File: src/rtl/phase_sequencer_pkg.sv
// Shared types and helpers for the phase sequencer.
// Latency: n/a (declarations only).
// Backpressure: n/a.
package phase_sequencer_pkg;

  // Top-level sequencer states.
  typedef enum logic {
    ST_RUN    = 1'b0,
    ST_HALTED = 1'b1
  } state_e;

  // Ceiling log2, clamped to at least 1 so a 2-phase ring still has an index bit.
  function automatic int clog2(input int n);
    int r;
    r = 0;
    for (int i = 0; i < 32; i++) begin
      if ((1 << r) < n) r++;
    end
    return (r < 1) ? 1 : r;
  endfunction

endpackage

File: src/rtl/phase_sequencer_dwell_counter.sv
// Per-phase dwell counter: counts extra cycles in the current phase up to limit.
// Latency: done is combinational from the registered count and limit.
// Backpressure: hold freezes the count; clr wins over hold.
module phase_dwell_counter #(
  parameter int DWELL_W = 4
) (
  input  logic               clk,
  input  logic               rst,
  input  logic               clr,
  input  logic               hold,
  input  logic [DWELL_W-1:0] limit,
  output logic               done
);

  logic [DWELL_W-1:0] cnt_q;
  logic [DWELL_W-1:0] cnt_d;

  // The phase may advance once the count has reached its dwell limit.
  assign done = (cnt_q == limit);

  // Next count: clear on phase entry, otherwise climb to the limit unless held.
  always_comb begin
    cnt_d = cnt_q;
    if (clr) begin
      cnt_d = '0;
    end else if (!hold && (cnt_q < limit)) begin
      cnt_d = cnt_q + DWELL_W'(1);
    end
  end

  // Count register with synchronous reset.
  always_ff @(posedge clk) begin
    if (rst) cnt_q <= '0;
    else     cnt_q <= cnt_d;
  end

endmodule

File: src/rtl/phase_sequencer.sv
// One-hot phase ring with per-phase dwell, hold, boundary halt/resume, restart, retired count.
// Latency: restart/resume/advance take effect at the next edge; phase_last is combinational.
// Backpressure: hold freezes phase and dwell in RUN; ignored while halted.
module phase_sequencer
  import phase_sequencer_pkg::*;
#(
  parameter int                              NUM_PHASES  = 3,
  parameter int                              DWELL_W     = 4,
  parameter logic [NUM_PHASES*DWELL_W-1:0]   PHASE_DWELL = '0,
  parameter int                              CNT_W       = 16,
  localparam int                             IDX_W       = clog2(NUM_PHASES)
) (
  input  logic                  clk,
  input  logic                  rst,
  input  logic                  hold,
  input  logic                  halt_req,
  input  logic                  resume,
  input  logic                  restart,
  output logic [NUM_PHASES-1:0] phase,
  output logic [IDX_W-1:0]      phase_idx,
  output logic                  phase_first,
  output logic                  phase_last,
  output logic                  halted,
  output logic [CNT_W-1:0]      retired
);

  localparam logic [NUM_PHASES-1:0] PHASE0 = NUM_PHASES'(1);
  localparam logic [IDX_W-1:0]      IDX_LAST = IDX_W'(NUM_PHASES - 1);

  state_e                  state_q, state_d;
  logic [NUM_PHASES-1:0]   phase_q, phase_d;
  logic [IDX_W-1:0]        idx_q, idx_d;
  logic                    first_q, first_d;
  logic [CNT_W-1:0]        retired_q, retired_d;
  logic [DWELL_W-1:0]      dwell_limit;
  logic                    dwell_done;
  logic                    dwell_clr;
  logic                    in_run;

  assign in_run = (state_q == ST_RUN);

  // Select the dwell field belonging to the active phase index.
  always_comb begin
    dwell_limit = '0;
    for (int i = 0; i < NUM_PHASES; i++) begin
      if (idx_q == IDX_W'(i)) dwell_limit = PHASE_DWELL[i*DWELL_W +: DWELL_W];
    end
  end

  // Halted behaves like a permanent hold so the count stays frozen.
  phase_dwell_counter #(
    .DWELL_W (DWELL_W)
  ) u_dwell (
    .clk   (clk),
    .rst   (rst),
    .clr   (dwell_clr),
    .hold  (hold || !in_run),
    .limit (dwell_limit),
    .done  (dwell_done)
  );

  assign phase_last = in_run && !hold && dwell_done;

  // Next-state: restart beats halt entry, which beats hold/advance.
  always_comb begin
    state_d   = state_q;
    phase_d   = phase_q;
    idx_d     = idx_q;
    first_d   = 1'b0;
    retired_d = retired_q;
    dwell_clr = 1'b0;
    if (restart || (!in_run && resume)) begin
      state_d   = ST_RUN;
      phase_d   = PHASE0;
      idx_d     = '0;
      first_d   = 1'b1;
      dwell_clr = 1'b1;
    end else if (phase_last) begin
      dwell_clr = 1'b1;
      if (phase_q[NUM_PHASES-1]) retired_d = retired_q + CNT_W'(1);
      if (phase_q[NUM_PHASES-1] && halt_req) begin
        state_d = ST_HALTED;
        phase_d = '0;
        idx_d   = '0;
      end else begin
        phase_d = {phase_q[NUM_PHASES-2:0], phase_q[NUM_PHASES-1]};
        idx_d   = (idx_q == IDX_LAST) ? '0 : idx_q + IDX_W'(1);
        first_d = 1'b1;
      end
    end
  end

  // FSM state and all registered outputs.
  always_ff @(posedge clk) begin
    if (rst) begin
      state_q   <= ST_RUN;
      phase_q   <= PHASE0;
      idx_q     <= '0;
      first_q   <= 1'b1;
      retired_q <= '0;
    end else begin
      state_q   <= state_d;
      phase_q   <= phase_d;
      idx_q     <= idx_d;
      first_q   <= first_d;
      retired_q <= retired_d;
    end
  end

  assign phase       = phase_q;
  assign phase_idx   = idx_q;
  assign phase_first = first_q;
  assign halted      = (state_q == ST_HALTED);
  assign retired     = retired_q;

endmodule
File: config.mk
export PLATFORM = sky130hd
export DESIGN_NAME = phase_sequencer
export DESIGN_NICKNAME = d
export VERILOG_FILES = /design/src/rtl/phase_sequencer_pkg.sv /design/src/rtl/phase_sequencer_dwell_counter.sv /design/src/rtl/phase_sequencer.sv
export SDC_FILE = /design/constraint.sdc
export NUM_CORES = 1
export LEC_CHECK = 0
export CORE_MARGIN = 2
export CORE_UTILIZATION = 49
export CTS_CLUSTER_DIAMETER = 50
export DETAILED_ROUTE_END_ITERATION = 10
export PLACE_DENSITY = 0.84
export RECOVER_POWER = 25
export SYNTH_ARGS = -nofsm -noshare
export SYNTH_HDL_FRONTEND = slang
export SYNTH_HIERARCHICAL = 1
export SYNTH_SLANG_ARGS = --single-unit
export TNS_END_PERCENT = 30
File: constraint.sdc
create_clock -name clk -period 2.65 [get_ports clk]
set_clock_uncertainty 0.15 [all_clocks]
set_input_delay 0.3975 -clock clk [delete_from_list [all_inputs] [get_ports clk]]
set_output_delay 0.3975 -clock clk [all_outputs]
set_load 0.05 [all_outputs]
==> results.tsv, run 1 <==
metric	value	unit
clk buf depth	2	
RSZ-0062 raised after global routing	no	
initial antenna violation count	0	
vias	1175	
Hold Violations, Final	0	
CP startpoint kind	register	
vias in the first global route	1154	
hpwl dp	2204	um
internal power	0.0004869	W
routed wire length	2826	um
fin. max-slew vios	0	
Post-Synth Adder-Cell Area	5.666	%
worst slew pin tran	0.5182	ns
largest net degree at the start of global routing	18	
Buffers on Ports	29	
Buf/Inv on CP	2	
drt first pass iters	4	
dpl cells	212	
global-route wire length before repair	4947	um
VDD IR-drop max	0.2953	mV
DRT met1 WL	1273	um
Comb pwr share	7.7	%
Cell Chain, Critical Path	ha_1, and4_1, nand2_1, inv_2, buf_12	
crit path DAT	1.88	ns
Post-DP Area	1669	um2
Mapped Cells	152	
share of layout cells above drive strength 1	7.527	%
routability cong.	0.7753	
CTS tree	done	
fin crit share	91.63	%
Crit path largest cell delay	0.35	ns
initial core utilization	52.53	%
initial drt markers	24	
Routed wire per std cell	13.08	um
r2r worst-path depth	7	
total of max-cap violations	0	
Setup Fix Bufs, Post-CTS	0	
hold buffers post-CTS	0	
diodes inserted	0	
Sw Share	24.23	%
Tot Pwr	0.0006426	W
top post-synthesis cells by area	dfxtp_1, ha_1, a21oi_1	
Synth Register Bits	27	
sequential power share	63.8	%
clock slew at reported path FFs	0.16	ns
grt ovf	0	
Synth Cell Area	1325	um2
top-area cell type share of the netlist area	40.79	%
Worst Path Required	2.10	ns
Post-Synth XOR/XNOR Area	5.288	%
cts repair resizes	0	
most frequent cells in the layout	clkdlybuf4s50_1, dfxtp_1, nand2_1, a21oi_1, nor2_1	
P&R area growth vs syn	28.05	%
GRT Resource Usage Total	19.08	%
multiplexer share of the synthesized area	2.361	%
max layer used	met4	
Design Area, Final	1697	um2
Rows	18	
CP endpoint kind	output port	
Crit. path cell count	5	
Pleak	0.6344	nW
final setup fails	0	
Root Driver	clkbuf_4	
drt drc	0	
H-tree depth	1	
Die H	56	um
hold path cells	2	
chip width	56	um
cell taking the most area after synthesis	dfxtp_1	
Synth warnings	6	
Post-Syn Area per Cell	8.717	um2
final net count	199	
CORE AREA	2522	um2
post-synth cell types	39	
commonest non-fill, non-tap cell in the layout	clkdlybuf4s50_1	
wire length on met3	136	um
TritonCTS buffer count	3	
kind of critical path	reg -> out	
largest family of logic cells by synthesized area	simple AND/OR/NAND/NOR gates	
clock latency on the worst-skew pair	0.33	ns
Vias/cell	5.440	
simple-gate portion of the synthesized area	30.97	%
relative slew slack	65.34	%
io pins	30	
delay-heaviest family, CP	buffers and inverters	
Crit-path slowest cell	dfxtp_1	
outcome	finished clean	
Max FO, Critical Path	13	
number of clock sinks	27	
met2 wire len	1390	um
Clock power frac	28.5	%
pwr dens	378.7	nW/um2
complex-gate fraction of the synthesized area	11.43	%
Setup TNS Final	0	ns
Antenna Nets Post-Route	0	
die area	3136	um2
hold crit path type	reg -> reg	
sequential fraction of the synthesis area	40.79	%
Layout Cells excl Fill	216	
NetSw	0.0001557	W
Fmax	0.4118	GHz
Tmin final	2.428	ns
[per-stage QoR]
step,hold WS (ns),worst slack (ns),util [%]
4_1_cts,0.3430,0.2714,67.36
6_report,0.3388,0.2218,67.26
5_1_grt,0.3690,0.1059,67.26
2_1_floorplan,0.3105,0.6492,-
3_5_place_dp,0.3191,0.3772,66.17
3_3_place_gp,0.3109,0.4265,66.17
[logic make-up (layout without fill, tap and decap cells)]
| logic type | after synthesis | after routing |
|---|---|---|
| and+or+nand+nor | 70 | 70 |
| DFF | 27 | 27 |
| AOI/OAI and AO/OA | 26 | 26 |
| buffers and inverters | 11 | 42 |
| xor gates and xnor gates | 8 | 8 |
| adders and majority gates | 6 | 6 |
| muxes | 3 | 3 |
| other | 1 | 4 |
[final cells by class]
type                    instances  area, um2
flip-flops and latches         27      540.5
multi-input cells             117      750.7
inverters                       8      30.03
clock buffers                   3      22.52
fillers                       220      825.8
well taps                      30      37.54
clock inverters                 1      7.507
repair buffers                 30      307.8
[Yosys cell counts, drive strengths merged]
cell type  instances
nand4b             1
a31oi              1
o211a              1
xnor2              5
inv                8
nor2              12
xor2               3
nand2b             3
and2               1
nand4              4
and4bb             1
o31ai              1
o211ai             1
a21boi             1
nand2             18
and4               4
nand3              7
or3                9
nor3               1
clkbuf             2
a21oi             13
dfxtp             27
conb               1
ha                 6
nand3b             1
buf                1
and3               3
and4b              2
o21ai              7
mux2i              2
mux2               1
nor2b              3
a211oi             1
[worst paths after layout]
| kind | slack [ns] | from | endpoint |
|---|---|---|---|
| max | 0.22 | u_dwell/cnt_q[3] | phase_last |
| min | 0.34 | phase[1] | phase[1] |
| max reg2reg | 0.37 | u_dwell/cnt_q[3] | retired[14] |
| min reg2reg | 0.34 | phase[1] | phase[1] |
[power groups by stage]
stage | Clock [W] | Combinational (W) | Sequential (W)
after floorplan | 0 | 0.0000255 | 0.000423
final | 0.000183 | 0.0000495 | 0.000410
after global placement | 0 | 0.0000473 | 0.000419
after CTS | 0.000191 | 0.0000494 | 0.000410
after detailed placement | 0 | 0.0000491 | 0.000419
after global routing | 0.000208 | 0.0000537 | 0.000411
[worst min-delay path: stages, from the launching register on]
cell and delay [ns]:
dfxtp_1 0.36, nand2_1 0.06, a21oi_1 0.05
[state kept, by name (all words and copies together), names as in the netlist]
register       flops
halted             1
phase              3
phase_first        1
phase_idx          2
retired           16
u_dwell/cnt_q      4
[routing by layer]
metal | GRT usage, % | vias to the layer above
li1 | - | 599
met1 | 22.54 | 543
met2 | 34.45 | 29
met3 | 3.488 | 4
met4 | 6.122 | 0
met5 | 0 | -
Note: power is estimated with default switching activity, not from simulation.
==> run 2: changes to the inputs <==
--- a/config.mk
+++ b/config.mk
@@ -5,7 +5,6 @@
 export SDC_FILE = /design/constraint.sdc
 export NUM_CORES = 1
 export LEC_CHECK = 0
-export CORE_MARGIN = 2
 export CORE_UTILIZATION = 49
 export CTS_CLUSTER_DIAMETER = 50
 export DETAILED_ROUTE_END_ITERATION = 10
==> constraint.sdc (replaced) <==
create_clock -name clk -period 2.65 [get_ports clk]
set_clock_uncertainty 0.15 [all_clocks]
set_input_delay 0.795 -clock clk [delete_from_list [all_inputs] [get_ports clk]]
set_output_delay 0.795 -clock clk [all_outputs]
set_load 0.05 [all_outputs]
==> results.tsv, run 2 (same netlist as run 1, synthesis figures left out) <==
metric	value	unit
Storage cell area	540.5	um2
NetSw	0.0001567	W
clk buf depth	2	
Hold Violations, Final	0	
number of clock sinks	27	
drt first pass iters	4	
Crit Reg-Reg Startpoint	u_dwell/cnt_q[3]	
clock slew at reported path FFs	0.14	ns
Root Driver	clkbuf_4	
Buffers on Ports	29	
total of max-cap violations	0	
r2r worst-path depth	8	
Reg-to-Reg End	retired[12]	
RSZ-0062 raised after global routing	yes	
Rows	18	
CORE AREA	2522	um2
worst hold slack	0.3332	ns
final net count	202	
area occupied by multi-input gates	753.2	um2
Die H	54	um
CP endpoint kind	output port	
kind of critical path	in -> out	
Routed wire per std cell	13.86	um
share of layout cells above drive strength 1	8.995	%
outcome	finished clean	
hold path cells	2	
initial drt markers	8	
die area	2916	um2
Pleak	0.6894	nW
relative slew slack	65.05	%
vias	1225	
Clock power frac	28.4	%
P&R area growth vs syn	30.03	%
hold crit path type	reg -> reg	
GRT Resource Usage Total	24.09	%
global-route wire length before repair	5043	um
worst slew pin tran	0.5226	ns
pwr dens	375.4	nW/um2
CP startpoint kind	input pin	
initial antenna violation count	0	
fin. max-slew vios	0	
Antenna Nets Post-Route	0	
Comb pwr share	8.2	%
Vias/cell	5.594	
io pins	30	
Worst Path Required	1.71	ns
TritonCTS buffer count	3	
clock latency on the worst-skew pair	0.33	ns
internal power	0.0004901	W
Worst Min Path Start	phase[1]	
fin crit share	99.23	%
routed wire length	3035	um
vias in the first global route	1198	
filler instances	218	
hold buffers post-CTS	0	
crit path DAT	1.68	ns
max reg flops	16	
most frequent cells in the layout	dfxtp_1, clkdlybuf4s50_1, nand2_1, a21oi_1, nor2_1	
hpwl dp	2384	um
internal reg-to-reg setup slack	0.46	ns
Setup TNS Final	0	ns
chip width	54	um
commonest non-fill, non-tap cell in the layout	dfxtp_1	
Sw Share	24.22	%
VDD IR-drop max	0.3100	mV
Fmax	0.3803	GHz
largest net degree at the start of global routing	15	
grt ovf	0	
Tmin final	2.629	ns
sequential power share	63.4	%
Hold EP	phase[1]	
Max FO, Critical Path	2	
final setup fails	0	
initial core utilization	52.53	%
diodes inserted	0	
H-tree depth	1	
drt drc	0	
CTS tree	done	
routability cong.	0.7749	
[run 2: metal layers]
layer | part of all wire [%] | GRT usage [%] | vias to the layer above
li1 | - | - | 605
met1 | 42 | 25.86 | 576
met2 | 53 | 45.27 | 40
met3 | 4.1 | 3.390 | 4
met4 | 1.5 | 11.97 | 0
met5 | 0 | 0 | -
[run 2: timing repair]
| action | CTS | global route |
|---|---|---|
| setup buffers | 0 | 0 |
| resized for setup | 0 | 2 |
| endpoints found under the setup margin | 0 | 3 |
[run 2: how the worst max path moves through the flow]
stage	from	endpoint	slack, ns	cells after the start
after detailed placement	hold	retired[14]	-0.0009	8
after global placement	hold	phase_last	0.07	5
after global routing	hold	phase_last	-0.03	5
after CTS	retired[7]	retired[7]	0.03	1
after floorplan	hold	phase_last	0.29	4
final	hold	phase_last	0.02	5
[run 2: stage by stage]
stage	total power (W)	std cells	setup slack [ns]	instance area, um2	util [%]
2_1_floorplan	0.0004488	155	0.2866	1336	-
3_3_place_gp	0.0004682	215	0.06640	1692	67.06
3_5_place_dp	0.0004711	215	-0.0008531	1692	67.06
4_1_cts	0.0006493	219	0.02656	1718	68.11
5_1_grt	0.0006698	219	-0.03172	1723	68.30
6_report	0.0006468	219	0.02052	1723	68.30
[run 2: power by group through the flow]
stage,logic (W),clock network [W],registers [W]
floorplan,0.0000255,0,0.000423
global placement,0.0000493,0,0.000419
detailed placement,0.0000522,0,0.000419
CTS,0.0000523,0.000187,0.000410
global route,0.0000579,0.000201,0.000411
finish,0.0000530,0.000184,0.000410
[run 2: layout make-up]
type                            instances  share of cell area [%]
Sequential cell                        27                   31.37
Inverter                                8                   1.743
Timing Repair Buffer                   33                   19.46
Tap cell                               30                   2.179
Multi-Input combinational cell        117                   43.72
Clock buffer                            4                   1.525
[run 2: critical path: stages]
cell and delay (ns):
clkdlybuf4s50_1 0.44, nor2_2 0.14, nand2_2 0.09, inv_2 0.08
buf_12 0.13
==> run 3: changes to the inputs <==
--- a/config.mk
+++ b/config.mk
@@ -5,10 +5,11 @@
 export SDC_FILE = /design/constraint.sdc
 export NUM_CORES = 1
 export LEC_CHECK = 0
-export CORE_UTILIZATION = 49
+export CORE_UTILIZATION = 55
 export CTS_CLUSTER_DIAMETER = 50
 export DETAILED_ROUTE_END_ITERATION = 10
-export PLACE_DENSITY = 0.84
+export DONT_BUFFER_PORTS = 1
+export PLACE_DENSITY = 0.79
 export RECOVER_POWER = 25
 export SYNTH_ARGS = -nofsm -noshare
 export SYNTH_HDL_FRONTEND = slang
==> constraint.sdc (replaced) <==
create_clock -name clk -period 2.3 [get_ports clk]
set_clock_uncertainty 0.15 [all_clocks]
set_input_delay 0.69 -clock clk [delete_from_list [all_inputs] [get_ports clk]]
set_output_delay 0.69 -clock clk [all_outputs]
set_load 0.05 [all_outputs]
==> results.tsv, run 3 (same netlist as run 1, synthesis figures left out) <==
metric	value	unit
chip width	51.08	um
Die H	51.08	um
number of clock sinks	27	
delay-heaviest family, CP	flip-flops	
Antenna Nets Post-Route	0	
Crit path largest cell delay	0.39	ns
Crit-path slowest cell	dfxtp_4	
hpwl dp	2001	um
Tmin final	2.264	ns
Buffers on Ports	0	
initial drt markers	18	
global-route wire length before repair	4643	um
worst slew pin tran	0.5849	ns
diodes inserted	0	
drt first pass iters	4	
io pins	30	
crit path DAT	1.42	ns
GRT Resource Usage Total	23.38	%
Hold Violations, Final	0	
share of layout cells above drive strength 1	24.00	%
clock slew at reported path FFs	0.16	ns
Root Driver	clkbuf_4	
Rows	17	
CP endpoint kind	output port	
TritonCTS buffer count	3	
CTS tree	done	
largest net degree at the start of global routing	21	
clk buf depth	2	
initial core utilization	59.33	%
most frequent cells in the layout	dfxtp_1, buf_4, nand2_1, a21oi_1, nor2_1	
Cell Chain, Critical Path	ha_4, and4_4, nand2_8, clkinv_8	
hold crit path type	in -> reg	
die area	2609	um2
max reg flops	16	
outcome	finished clean	
VDD IR-drop max	0.4443	mV
final setup fails	0	
drt drc	0	
total of max-cap violations	0	
commonest non-fill, non-tap cell in the layout	dfxtp_1	
fin. max-slew vios	0	
routed wire length	2998	um
Buf/Inv on CP	1	
P&R area growth vs syn	22.10	%
CP startpoint kind	register	
clock latency on the worst-skew pair	0.32	ns
relative slew slack	60.96	%
final net count	188	
Pleak	0.6271	nW
vias	1178	
routability cong.	0.8338	
CORE AREA	2233	um2
Fmax	0.4417	GHz
Vias/cell	5.803	
hold buffers post-CTS	0	
final design utilization	72.44	%
fin crit share	98.42	%
Max FO, Critical Path	6	
H-tree depth	1	
pwr dens	454.5	nW/um2
kind of critical path	reg -> out	
grt ovf	0	
vias in the first global route	1135	
Setup TNS Final	0	ns
Worst Path Required	1.46	ns
Routed wire per std cell	14.77	um
initial antenna violation count	0	
==> run 3: changes by cell type in the layout (fill, tap and decap cells not counted), moves of 2 or more <==
cell / delta
ha_1: -4
buf_4: +15
dfxtp_2: +3
dlymetal6s2s_1: -2
ha_4: +4
dfxtp_1: -4
clkdlybuf4s50_1: -25
==> run 3: what timing repair did <==
| item | CTS | global route |
|---|---|---|
| pin swaps | 0 | 2 |
| setup endpoints to repair | 2 | 1 |
| gates resized for setup | 7 | 10 |
| gates cloned | 0 | 0 |
| buffers inserted | 0 | 4 |
==> run 3: per-layer routing <==
metal,wire length [um],track usage (%)
met1,1178,26.25
met2,1560,42.76
met3,161,5.655
met4,97,7.407
met5,0,0
==> run 3: report_power, final <==
group | internal [W] | switching [W] | leakage (nW)
Combinational | 0.0000192 | 0.0000265 | 0.393
Sequential | 0.000470 | 0.00000775 | 0.220
Clock | 0.0000664 | 0.000146 | 0.0139
Total | 0.000555 | 0.000180 | 0.627
==> run 3: worst paths after layout <==
kind / to / slack (ns) / from / depth (start not counted)
hold reg to reg: u_dwell/cnt_q[0] / 0.35 / u_dwell/cnt_q[0] / 2
setup / recovery: phase_last / 0.04 / u_dwell/cnt_q[3] / 4
setup reg to reg: retired[15] / 0.13 / u_dwell/cnt_q[3] / 6
hold / removal: retired[2] / 0.26 / rst / 1
==> run 3: per-stage QoR <==
step | setup slack (ns) | cells | cell area, um2 | power, W | hold WS (ns)
after floorplan | 0.1366 | 155 | 1336 | 0.0005171 | 0.3105
after global placement | 0.1515 | 195 | 1471 | 0.0005173 | 0.3211
after detailed placement | 0.04734 | 195 | 1471 | 0.0005192 | 0.3389
after CTS | 0.003549 | 199 | 1530 | 0.0007246 | 0.2523
after global routing | -0.004054 | 203 | 1618 | 0.0007613 | 0.2347
final | 0.03624 | 203 | 1618 | 0.0007353 | 0.2577
==> run 3: layout make-up <==
| cell class | instances | area, um2 |
|---|---|---|
| Multi-Input combinational cell | 117 | 819.5 |
| Fill cell | 163 | 615.6 |
| Sequential cell | 27 | 548.0 |
| Timing Repair Buffer | 19 | 142.6 |
| Inverter | 8 | 42.54 |
| Tap cell | 28 | 35.03 |
| Clock buffer | 3 | 22.52 |
| Clock inverter | 1 | 7.507 |
==> edit, RTL diff (flow settings as in run 3) <==
Register the inputs `hold`, `halt_req`, `resume` and `restart` before use, without a reset. The logic sees them one clock later. Comments in the files are not updated.
--- a/src/rtl/phase_sequencer.sv
+++ b/src/rtl/phase_sequencer.sv
@@ -27,6 +27,18 @@
   localparam logic [NUM_PHASES-1:0] PHASE0 = NUM_PHASES'(1);
   localparam logic [IDX_W-1:0]      IDX_LAST = IDX_W'(NUM_PHASES - 1);
 
+  logic hold_q;
+  logic halt_req_q;
+  logic resume_q;
+  logic restart_q;
+
+  always_ff @(posedge clk) begin
+    hold_q     <= hold;
+    halt_req_q <= halt_req;
+    resume_q   <= resume;
+    restart_q  <= restart;
+  end
+
   state_e                  state_q, state_d;
   logic [NUM_PHASES-1:0]   phase_q, phase_d;
   logic [IDX_W-1:0]        idx_q, idx_d;
@@ -54,12 +66,12 @@
     .clk   (clk),
     .rst   (rst),
     .clr   (dwell_clr),
-    .hold  (hold || !in_run),
+    .hold  (hold_q || !in_run),
     .limit (dwell_limit),
     .done  (dwell_done)
   );
 
-  assign phase_last = in_run && !hold && dwell_done;
+  assign phase_last = in_run && !hold_q && dwell_done;
 
   // Next-state: restart beats halt entry, which beats hold/advance.
   always_comb begin
@@ -69,7 +81,7 @@
     first_d   = 1'b0;
     retired_d = retired_q;
     dwell_clr = 1'b0;
-    if (restart || (!in_run && resume)) begin
+    if (restart_q || (!in_run && resume_q)) begin
       state_d   = ST_RUN;
       phase_d   = PHASE0;
       idx_d     = '0;
@@ -78,7 +90,7 @@
     end else if (phase_last) begin
       dwell_clr = 1'b1;
       if (phase_q[NUM_PHASES-1]) retired_d = retired_q + CNT_W'(1);
-      if (phase_q[NUM_PHASES-1] && halt_req) begin
+      if (phase_q[NUM_PHASES-1] && halt_req_q) begin
         state_d = ST_HALTED;
         phase_d = '0;
         idx_d   = '0;
Function: changed (a bounded check fails within 4 cycles, from zero or initial values and one cycle with rst high).
==> edit against run 3 <==
  * Setup slack got worse by 41 ps
  * Largest power group unchanged
  * First-iteration DRC count rose by 83%
  * Sequential cell count up 4
  * Routed wire length rose by 2.1%
  * Sequential share of layout area increased by 0.61 points
  * Area after synthesis increased by 6.0%
  * Power up 54%
  * Critical path depth rose by 1
  * The flow now finishes with violations (negative setup slack)
  * Design area up 12%
==> edit: results <==
metrics = {
    "worst_hold_path": {
        "min_to": "resume_q",
        "min-delay-start": "resume",
        "worst_hold_path.num_cells": 0,
    },
    "outcome": {
        "status": "finished, violations left",
        "failing_checks": "negative setup slack",
    },
    "power": {
        "comb-power_uw": 47.7,
        "static-leakage-power_nw": 0.727,
        "max-vdd-ir-drop_uv": 651,
        "p_switching_uw": 231,
        "design_power_total_mw": 1.13,
    },
    "clock_network": {
        "postCtsSetupRepairBufs": 7,
        "clkTransAtPathRegs_ps": 100,
        "clk-insertion-delay-late_ps": 340,
        "cts_buffers": 5,
        "cts-resized-gates": 14,
        "h_tree_depth": 2,
    },
    "layout": {
        "non_clock_buffer_area_fraction_after_layout": 0.106,
        "nClkBuffers": 6,
        "clkCellAreaFrac": 0.0559,
        "seq-cell-share": 0.345,
        "multiInputGateArea_um2": 825,
        "post_route_cells_drive_above_1_share": 0.271,
        "final.signal_buffer_count": 24,
        "fill_cells": 152,
    },
    "grt": {
        "grt.met3_usage": 0.0725,
        "gr-usage-met1": 0.314,
        "grt_first_pass_wirelength_um": 5180,
    },
    "drt": {
        "vias": 1223,
        "number_of_violations_reported_at_the_end_of_detailed_routing_iteration_0": 33,
        "met3RoutedLength_um": 144,
        "met1_length_um": 1380,
        "post_drt_wl_per_cell_um": 14.2,
        "wl_met2_um": 1470,
    },
    "synth": {
        "synth.yosys.seq_area_share": 0.442,
        "netlist_top_cells_area": "sky130_fd_sc_hd__dfxtp_1, sky130_fd_sc_hd__ha_1, sky130_fd_sc_hd__a21oi_1",
        "synth.cells.most_frequent": "sky130_fd_sc_hd__dfxtp_1, sky130_fd_sc_hd__nand2_1, sky130_fd_sc_hd__a21oi_1, sky130_fd_sc_hd__nor2_1, sky130_fd_sc_hd__or3_1",
    },
    "placed_design": {
        "place_congestion": 0.829,
        "dpl_cell_area_um2": 1570,
        "hpwl_um": 2050,
    },
    "setup_path": {
        "start_of_the_worst_register_to_register_path": "u_dwell/cnt_q[2]",
        "flop_to_flop_setup_slack_ps": 190,
        "standard_cell_with_the_maximum_stage_delay_on_the_critical_path": "sky130_fd_sc_hd__dfxtp_2",
        "crit_path_max_fanout": 2,
        "cp_data_arrival_time_ps": 1470,
    },
    "timing": {
        "finalSetupViolations": 1,
        "timing.final.ws_setup_ps": -5.03,
        "tightest_slew_ps": 595,
    },
}
[edit: cells by family (layout without fill, tap and decap cells)]
| family | after synthesis | after routing | synth area share |
|---|---|---|---|
| compound gates | 26 | 26 | 0.108 |
| fa+ha+maj | 6 | 6 | 0.0534 |
| simple gates | 70 | 70 | 0.292 |
| xor+xnor | 8 | 8 | 0.0499 |
| other cells | 1 | 4 | 0.00267 |
| buf+inv | 11 | 40 | 0.0303 |
| mux | 3 | 3 | 0.0223 |
| flops | 31 | 31 | 0.442 |
[edit: metrics by stage]
step            util  setup TNS (ps)  hold WS [ps]  std cells  worst slack [ps]
2_1_floorplan      -               0           311        159               137
3_3_place_gp   0.678               0           319        200               204
3_5_place_dp   0.678               0           341        200               156
4_1_cts        0.777           -7.64           206        215             -7.64
5_1_grt        0.783           -57.3           200        216             -57.3
6_report       0.783           -5.03           211        216             -5.03
